$ cat config.mk
export PLATFORM = sky130hd
export DESIGN_NAME = serial_byte_assembler
export DESIGN_NICKNAME = d
export VERILOG_FILES = /design/src/rtl/serial_byte_assembler_pkg.sv /design/src/rtl/serial_byte_assembler_sipo_shift_reg.sv /design/src/rtl/serial_byte_assembler.sv
export SDC_FILE = /design/constraint.sdc
export NUM_CORES = 1
export LEC_CHECK = 0
export ABC_AREA = 1
export CORE_MARGIN = 5
export CORE_UTILIZATION = 50
export DETAILED_ROUTE_END_ITERATION = 7
export PLACE_DENSITY = 0.82
export SYNTH_ARGS = -nofsm -noshare
export SYNTH_HDL_FRONTEND = slang
export SYNTH_SLANG_ARGS = --single-unit
$ cat constraint.sdc
create_clock -name clk -period 2.6 [get_ports clk]
set_clock_uncertainty 0.15 [all_clocks]
set_input_delay 0.26 -clock clk [delete_from_list [all_inputs] [get_ports clk]]
set_output_delay 0.26 -clock clk [all_outputs]
set_load 0.05 [all_outputs]
$ cat src/rtl/serial_byte_assembler_pkg.sv
// Shared state encoding and parameter defaults for the serial byte assembler
// and the downstream capture-register bench.
package serial_byte_assembler_pkg;

  typedef enum logic [1:0] {
    ST_IDLE   = 2'd0,
    ST_SHIFT  = 2'd1,
    ST_PARITY = 2'd2
  } state_t;

  localparam int unsigned DEF_DATA_W     = 8;
  localparam bit          DEF_MSB_FIRST  = 1'b1;
  localparam bit          DEF_PARITY_EN  = 1'b1;
  localparam bit          DEF_PARITY_ODD = 1'b0;

endpackage

$ cat src/rtl/serial_byte_assembler_sipo_shift_reg.sv
// Serial-in parallel-out shift register; clr_load starts a fresh word
// holding only bit_in in the position the first serial bit enters.
module sipo_shift_reg #(
  parameter int unsigned DATA_W    = 8,
  parameter bit          MSB_FIRST = 1'b1
) (
  input  logic              clk,
  input  logic              rst,
  input  logic              clr_load,
  input  logic              shift_en,
  input  logic              bit_in,
  output logic [DATA_W-1:0] q
);

  logic [DATA_W-1:0] load_word;
  logic [DATA_W-1:0] shift_word;

  generate
    if (MSB_FIRST) begin : g_msb
      assign load_word  = {{(DATA_W-1){1'b0}}, bit_in};
      assign shift_word = {q[DATA_W-2:0], bit_in};
    end else begin : g_lsb
      assign load_word  = {bit_in, {(DATA_W-1){1'b0}}};
      assign shift_word = {bit_in, q[DATA_W-1:1]};
    end
  endgenerate

  always_ff @(posedge clk or posedge rst) begin
    if (rst)           q <= '0;
    else if (clr_load) q <= load_word;
    else if (shift_en) q <= shift_word;
  end

endmodule

$ cat src/rtl/serial_byte_assembler.sv
// Frames qualified serial bits into DATA_W-bit words with optional trailing
// parity; the finished word is registered with a one-cycle data_valid strobe.
//
// state     | meaning
// ST_IDLE   | waiting for a bit_valid & sync_in to start a frame
// ST_SHIFT  | collecting data bits 1..DATA_W-1
// ST_PARITY | all data bits held, next valid bit is the parity bit
module serial_byte_assembler
  import serial_byte_assembler_pkg::*;
#(
  parameter int unsigned DATA_W     = DEF_DATA_W,
  parameter bit          MSB_FIRST  = DEF_MSB_FIRST,
  parameter bit          PARITY_EN  = DEF_PARITY_EN,
  parameter bit          PARITY_ODD = DEF_PARITY_ODD
) (
  input  logic              clk,
  input  logic              rst,
  input  logic              bit_in,
  input  logic              bit_valid,
  input  logic              sync_in,
  output logic [DATA_W-1:0] data_out,
  output logic              data_valid,
  output logic              parity_err,
  output logic              busy
);

  localparam int unsigned      CNT_W    = $clog2(DATA_W + 1);
  localparam logic [CNT_W-1:0] LAST_CNT = CNT_W'(DATA_W - 1);

  state_t            state, state_nxt;
  logic [CNT_W-1:0]  cnt;
  logic              par_acc;
  logic              clr_load, shift_en, done_data, done_par;
  logic [DATA_W-1:0] q, word_nxt;

  sipo_shift_reg #(.DATA_W(DATA_W), .MSB_FIRST(MSB_FIRST)) u_sipo (
    .clk      (clk),
    .rst      (rst),
    .clr_load (clr_load),
    .shift_en (shift_en),
    .bit_in   (bit_in),
    .q        (q)
  );

  // Without parity the word completes on the same edge as the last shift,
  // so the output register needs the post-shift value directly.
  generate
    if (MSB_FIRST) begin : g_msb
      assign word_nxt = {q[DATA_W-2:0], bit_in};
    end else begin : g_lsb
      assign word_nxt = {bit_in, q[DATA_W-1:1]};
    end
  endgenerate

  assign busy = (state != ST_IDLE);

  always_ff @(posedge clk or posedge rst) begin
    if (rst) state <= ST_IDLE;
    else     state <= state_nxt;
  end

  // sync_in is checked first so an abort/restart beats completion.
  always_comb begin
    state_nxt = state;
    clr_load  = 1'b0;
    shift_en  = 1'b0;
    done_data = 1'b0;
    done_par  = 1'b0;
    if (bit_valid) begin
      if (sync_in) begin
        clr_load  = 1'b1;
        state_nxt = ST_SHIFT;
      end else begin
        case (state)
          ST_SHIFT: begin
            shift_en = 1'b1;
            if (cnt == LAST_CNT) begin
              if (PARITY_EN) begin
                state_nxt = ST_PARITY;
              end else begin
                state_nxt = ST_IDLE;
                done_data = 1'b1;
              end
            end
          end
          ST_PARITY: begin
            done_par  = 1'b1;
            state_nxt = ST_IDLE;
          end
          default: ;
        endcase
      end
    end
  end

  always_ff @(posedge clk or posedge rst) begin
    if (rst) begin
      cnt        <= '0;
      par_acc    <= 1'b0;
      data_out   <= '0;
      data_valid <= 1'b0;
      parity_err <= 1'b0;
    end else begin
      if (clr_load)                  cnt <= CNT_W'(1);
      else if (done_data || done_par) cnt <= '0;
      else if (shift_en)             cnt <= cnt + 1'b1;

      if (clr_load)      par_acc <= bit_in;
      else if (shift_en) par_acc <= par_acc ^ bit_in;

      data_valid <= done_data | done_par;
      parity_err <= done_par & ((par_acc ^ bit_in) != PARITY_ODD);
      if (done_par)       data_out <= q;
      else if (done_data) data_out <= word_nxt;
    end
  end

endmodule

==> results of run 1 <==
through the flow:
step,instances,hold slack [ns]
after floorplan,132,0.137
after CTS,177,0.154
after global placement,173,0.316
after detailed placement,173,0.318
final,177,0.139
after global routing,177,0.168
cell usage in the layout (no fill, tap or decap):
| cell type | Yosys | final |
|---|---|---|
| nand2_1 | 34 | 34 |
| dfrtp_1 | 25 | 25 |
| inv_1 | 20 | 20 |
| nand3_1 | 16 | 16 |
| clkdlybuf4s50_1 | 0 | 15 |
| o21ai_2 | 7 | 7 |
| o21ai_1 | 7 | 7 |
| nor2_1 | 6 | 6 |
| nand4_1 | 3 | 3 |
| clkbuf_4 | 0 | 3 |
| inv_2 | 2 | 2 |
| nand3_4 | 2 | 2 |
| nand2_4 | 2 | 2 |
| o21ai_0 | 2 | 2 |
| nor2_2 | 1 | 1 |
| nand3_2 | 1 | 1 |
| ha_1 | 1 | 1 |
| clkbuf_1 | 0 | 1 |
| buf_4 | 1 | 1 |
power groups by stage:
stage                     Clock [uW]  Sequential, uW  Combinational [uW]
after floorplan                    0             467                 115
after global placement             0             458                 159
after detailed placement           0             461                 165
after CTS                        170             453                 166
after global routing             184             459                 187
final                            164             454                 164
how the worst max path moves through the flow:
stage | end | slack [ns] | cells after the start
floorplan | busy | 1.33 | 2
global placement | busy | 0.77 | 3
detailed placement | data_out[0] | 0.74 | 4
CTS | busy | 0.41 | 3
global route | busy | 0.33 | 3
finish | busy | 0.41 | 3
critical path, cell delays in order (launching register included):
cell             delay (ns)
dfrtp_1                0.50
inv_1                  0.11
nand2_1                0.08
clkdlybuf4s50_1        0.79
cell families after synthesis:
logic type	after synthesis	share of synthesized area, %
adders and majority gates	1	1.06
DFF	25	53.0
buffers and inverters	25	9.54
AOI/OAI and AO/OA	16	9.01
and+or+nand+nor	65	27.4
layout make-up:
type / instances / area share [%]
flip-flops and latches: 25 / 45.7
multi-input cells: 82 / 32.3
repair buffers: 16 / 11.5
inverters: 22 / 6.03
well taps: 28 / 2.56
clock buffers: 4 / 1.92
sequential cells by signal (all words and copies together) (netlist names):
register    count
cnt             4
par_acc         1
data_out        8
parity_err      1
state           2
u_sipo.q        8
data_valid      1
per-layer routing:
metal  wire (um)  global-route usage [%]  share of wire (%)
met5           0                       0                  0
met4          34                    6.15                1.7
met3          60                    1.54                2.9
met2         982                    22.5                 48
met1         960                    19.3                 47
==> impl_metrics.json, run 1 <==
{
  "antenna_left": 0,
  "ctsResizeCount": 0,
  "yosys-top-cells-count": "nand2_1 (34), dfrtp_1 (25), inv_1 (20)",
  "max_clock_freq_mhz": 456,
  "diodes": 0,
  "area_growth_pct": 16.0,
  "crit_arrival_ns": 1.78,
  "clk_latency_ns": 0.30,
  "yosysSeqAreaShare_pct": 53.0,
  "final_nets": 156,
  "r2r_cells": 4,
  "r2r-end": "data_out[0]",
  "setup_viol": 0,
  "pwr-share-comb_pct": 20.9,
  "drt_iter0_markers": 37,
  "outcome": "finished, final reports clean",
  "async_flop_share_pct": 100,
  "startpoint": "state[0]",
  "numCtsBuffers": 3,
  "coreArea_mm2": 0.00223,
  "post_cts_buffers": 0,
  "maxSlewViolCount": 0,
  "dpl_worst_slack_ns": 0.737,
  "drt-wirelength-per-cell_um": 11.5,
  "synth_area_mm2": 0.00118,
  "ys.flop_type": "dfrtp_1",
  "p_int_uw": 539,
  "port_buffers": 15,
  "yosysMostFrequentCell": "nand2_1",
  "yosysUniqueCellTypes": 17,
  "syn_nets": 138,
  "post-route-drc-count": 0,
  "min_period_over_period_pct": 84.3,
  "finalCriticalPeriod_ns": 2.19,
  "dieHeight_um": 58.6,
  "gr-total-overflow": 0,
  "tns_ns": 0,
  "die_x_um": 58.6,
  "wirelength_um": 2040,
  "worst_slack_ns": 0.408,
  "reg2reg_from": "state[0]",
  "pwr-share-clk_pct": 21.0,
  "initial_utilization_pct": 52.8,
  "clk_pin_slew_worst_paths_ns": 0.13,
  "postLayoutCellArea_mm2": 0.00137,
  "ys_ff_latch": 25,
  "cts_buffer_depth": 2,
  "via_per_inst": 4.99,
  "fp.dieArea_mm2": 0.00343,
  "antenna_found_initial": 0,
  "worstSetupPathType": "reg2out",
  "fillerInstances": 190,
  "switchingPower_uw": 243,
  "synth_edf_count": 0,
  "track_usage_pct": 14.1,
  "grt_max_degree": 26,
  "grt_pass1_vias": 847,
  "hpwlAfterDp_um": 1530,
  "power_density_mw_per_mm2": 571,
  "yosys.area.top_type": "dfrtp_1",
  "slew_headroom_pct": 66.2,
  "hold_viol_final": 0,
  "avgSynthCellArea_um2": 8.94,
  "rsz0062_at_grt": "false",
  "p_leak_uw": 0.000690,
  "netlist.area_leader.share_pct": 53.0,
  "ff2ff_setup_slack_ns": 1.22,
  "maxCapViolations": 0,
  "cts-root-buf": "clkbuf_4",
  "cts_tree": "done",
  "synth_cells": 132,
  "power_frac_seq_pct": 58.1,
  "yosys-top-cells-area": "dfrtp_1 (53%), nand2_1 (11%), nand3_1 (6.8%)",
  "tightest_slew_ns": 0.506,
  "cts.sinks": 25,
  "netSwitchingFraction_pct": 31.1,
  "postPlaceCellArea_mm2": 0.00134,
  "irDropWorstVdd_mv": 0.359,
  "hold_class": "in2async",
  "worst_setup_path_end_kind": "output port",
  "drive_gt1_share_pct": 12.8,
  "gp_congestion": 0.841,
  "hold_buffers": 0,
  "total_power_uw": 782,
  "io_pins": 16,
  "path_max_fanout": 5,
  "startpoint_type": "flip-flop",
  "grt_first_pass_wirelength_um": 3810,
  "multi_input_area_um2": 442,
  "rows": 17,
  "first_pass_iters": 4,
  "vias": 883,
  "final_util_pct": 61.3,
  "crit_required_ns": 2.19,
  "yosys_warnings": 0,
  "sequential_cell_area_um2": 626,
  "cts.htree.levels": 1
}
(Power assumes the default switching activity.)
==> run 2, diff against run 1 <==
Clock period 2.6 ns to 2.05 ns, I/O delays scaled along.
==> run 2 against run 1 <==
Effect of this change: critical path depth fell by 2; sequential cell count did not move; non-clock buffer count rose by 1; worst hold slack got worse by 0.078 ns; via count rose by 2.5%; core utilization rose by 0.39 points; first-iteration DRC count fell by 57%; count of clock-buffer cells in the layout fell by 1; global-route usage rose by 0.27 points; largest cell class unchanged.
==> impl_metrics.json, run 2 (synthesis gave the netlist of run 1 again) <==
{
  "worst_slack_ns": 0.178,
  "grt_max_degree": 26,
  "switchingPower_uw": 325,
  "startpoint": "data_out[4]",
  "die_x_um": 58.6,
  "first_pass_iters": 6,
  "clk_latency_ns": 0.32,
  "pwr-share-comb_pct": 20.7,
  "netSwitchingFraction_pct": 32.3,
  "rsz0062_at_grt": "false",
  "p_int_uw": 682,
  "postPlaceCellArea_mm2": 0.00135,
  "port_buffers": 15,
  "wirelength_um": 2130,
  "clk_pin_slew_worst_paths_ns": 0.14,
  "via_per_inst": 5.08,
  "dpl_worst_slack_ns": 0.313,
  "numCtsBuffers": 3,
  "dieHeight_um": 58.6,
  "vias": 905,
  "cts.htree.levels": 1,
  "final_common_cell": "nand2_1",
  "slowest_delay_ns": 0.82,
  "antenna_found_initial": 0,
  "ctsResizeCount": 0,
  "worstSetupPathType": "reg2out",
  "track_usage_pct": 14.3,
  "maxCapViolations": 0,
  "mostFrequentLayoutCells": "nand2_1 (34), dfrtp_1 (25), inv_1 (20)",
  "cts-root-buf": "clkbuf_4",
  "drive_gt1_share_pct": 14.7,
  "dp.cells": 174,
  "setup_viol": 0,
  "r2r-end": "state[0]",
  "hold_viol_final": 0,
  "crit_required_ns": 1.69,
  "crit_path_cell_trace": "clkdlybuf4s50_1",
  "grt_pass1_vias": 871,
  "pwr-share-clk_pct": 22.1,
  "initial_utilization_pct": 52.8,
  "final_nets": 157,
  "stdcell_count": 178,
  "drt-wirelength-per-cell_um": 12.0,
  "top_regs": "data_out: 8 flops, u_sipo.q: 8 flops, cnt: 4 flops",
  "crit_arrival_ns": 1.52,
  "hpwlAfterDp_um": 1550,
  "slew_headroom_pct": 65.7,
  "power_frac_seq_pct": 57.1,
  "crit_end": "data_out[4]",
  "cts_buffer_depth": 2,
  "power_density_mw_per_mm2": 731,
  "grt_first_pass_wirelength_um": 3810,
  "ff2ff_setup_slack_ns": 0.65,
  "rows": 17,
  "max_clock_freq_mhz": 534,
  "io_pins": 16,
  "gr-total-overflow": 0,
  "hold_class": "in2async",
  "area_growth_pct": 16.8,
  "tightest_slew_ns": 0.513,
  "crit_family": "buffers and inverters",
  "tns_ns": 0,
  "reg2reg_from": "state[0]",
  "startpoint_type": "flip-flop",
  "diodes": 0,
  "maxSlewViolCount": 0,
  "irDropWorstVdd_mv": 0.440,
  "hold_buffers": 0,
  "path_buf_inv": 1,
  "path_max_fanout": 2,
  "antenna_left": 0,
  "post_cts_buffers": 0,
  "drt_iter0_markers": 16,
  "finalCriticalPeriod_ns": 1.87,
  "p_leak_uw": 0.000694,
  "total_power_uw": 1010,
  "gp_congestion": 0.853,
  "cp_slowest_cell": "clkdlybuf4s50_1",
  "path_depth": 1,
  "post-route-drc-count": 0,
  "worst_setup_path_end_kind": "output port",
  "r2r_cells": 5,
  "min_period_over_period_pct": 91.3,
  "outcome": "finished, final reports clean",
  "postLayoutCellArea_mm2": 0.00138,
  "coreArea_mm2": 0.00223,
  "fp.dieArea_mm2": 0.00343,
  "cts_tree": "done",
  "cts.sinks": 25
}
==> run 2: changes by cell type in the layout (fill, tap and decap cells not counted) <==
cell | previous run | this run
clkbuf_1 | 1 | 0
buf_4 | 1 | 3
clkdlybuf4s50_1 | 15 | 14
clkinvlp_4 | 0 | 1
==> run 2: cell type report <==
type | count | area (um2)
multi-input combinational | 82 | 442
fill | 204 | 856
sequential | 25 | 626
inverter | 22 | 82.6
tap | 28 | 35.0
clock inverter | 1 | 7.51
timing repair buffer | 17 | 163
clock buffer | 3 | 22.5
==> run 2: per-stage QoR <==
stage / utilization (%) / hold slack [ns]
after floorplan: - / 0.0823
after global placement: 60.3 / 0.315
after detailed placement: 60.3 / 0.322
after CTS: 61.7 / 0.0809
after global routing: 61.7 / 0.0811
final: 61.7 / 0.0607
==> run 2: per-layer routing <==
metal | track usage [%] | vias up | routed length [um]
met2 | 21.2 | 29 | 982
li1 | - | 454 | -
met1 | 20.3 | 420 | 1010
met4 | 7.12 | 0 | 27
met5 | 0 | - | 0
met3 | 2.41 | 2 | 109
==> run 2: how the worst min path moves through the flow <==
stage,startpoint,end,slack [ns],depth (start not counted)
after floorplan,rst,cnt[0],0.08,1
after global placement,data_out[5],data_out[5],0.32,2
after detailed placement,data_out[5],data_out[5],0.32,2
after CTS,rst,u_sipo.q[6],0.08,3
after global routing,rst,u_sipo.q[6],0.08,3
final,rst,u_sipo.q[6],0.06,3
==> run 2: power groups by stage <==
stage | Sequential [uW] | Combinational (uW) | Clock, uW
floorplan | 592 | 145 | 0
CTS | 574 | 210 | 226
global route | 583 | 235 | 250
finish | 576 | 209 | 223
detailed placement | 584 | 210 | 0
global placement | 582 | 204 | 0
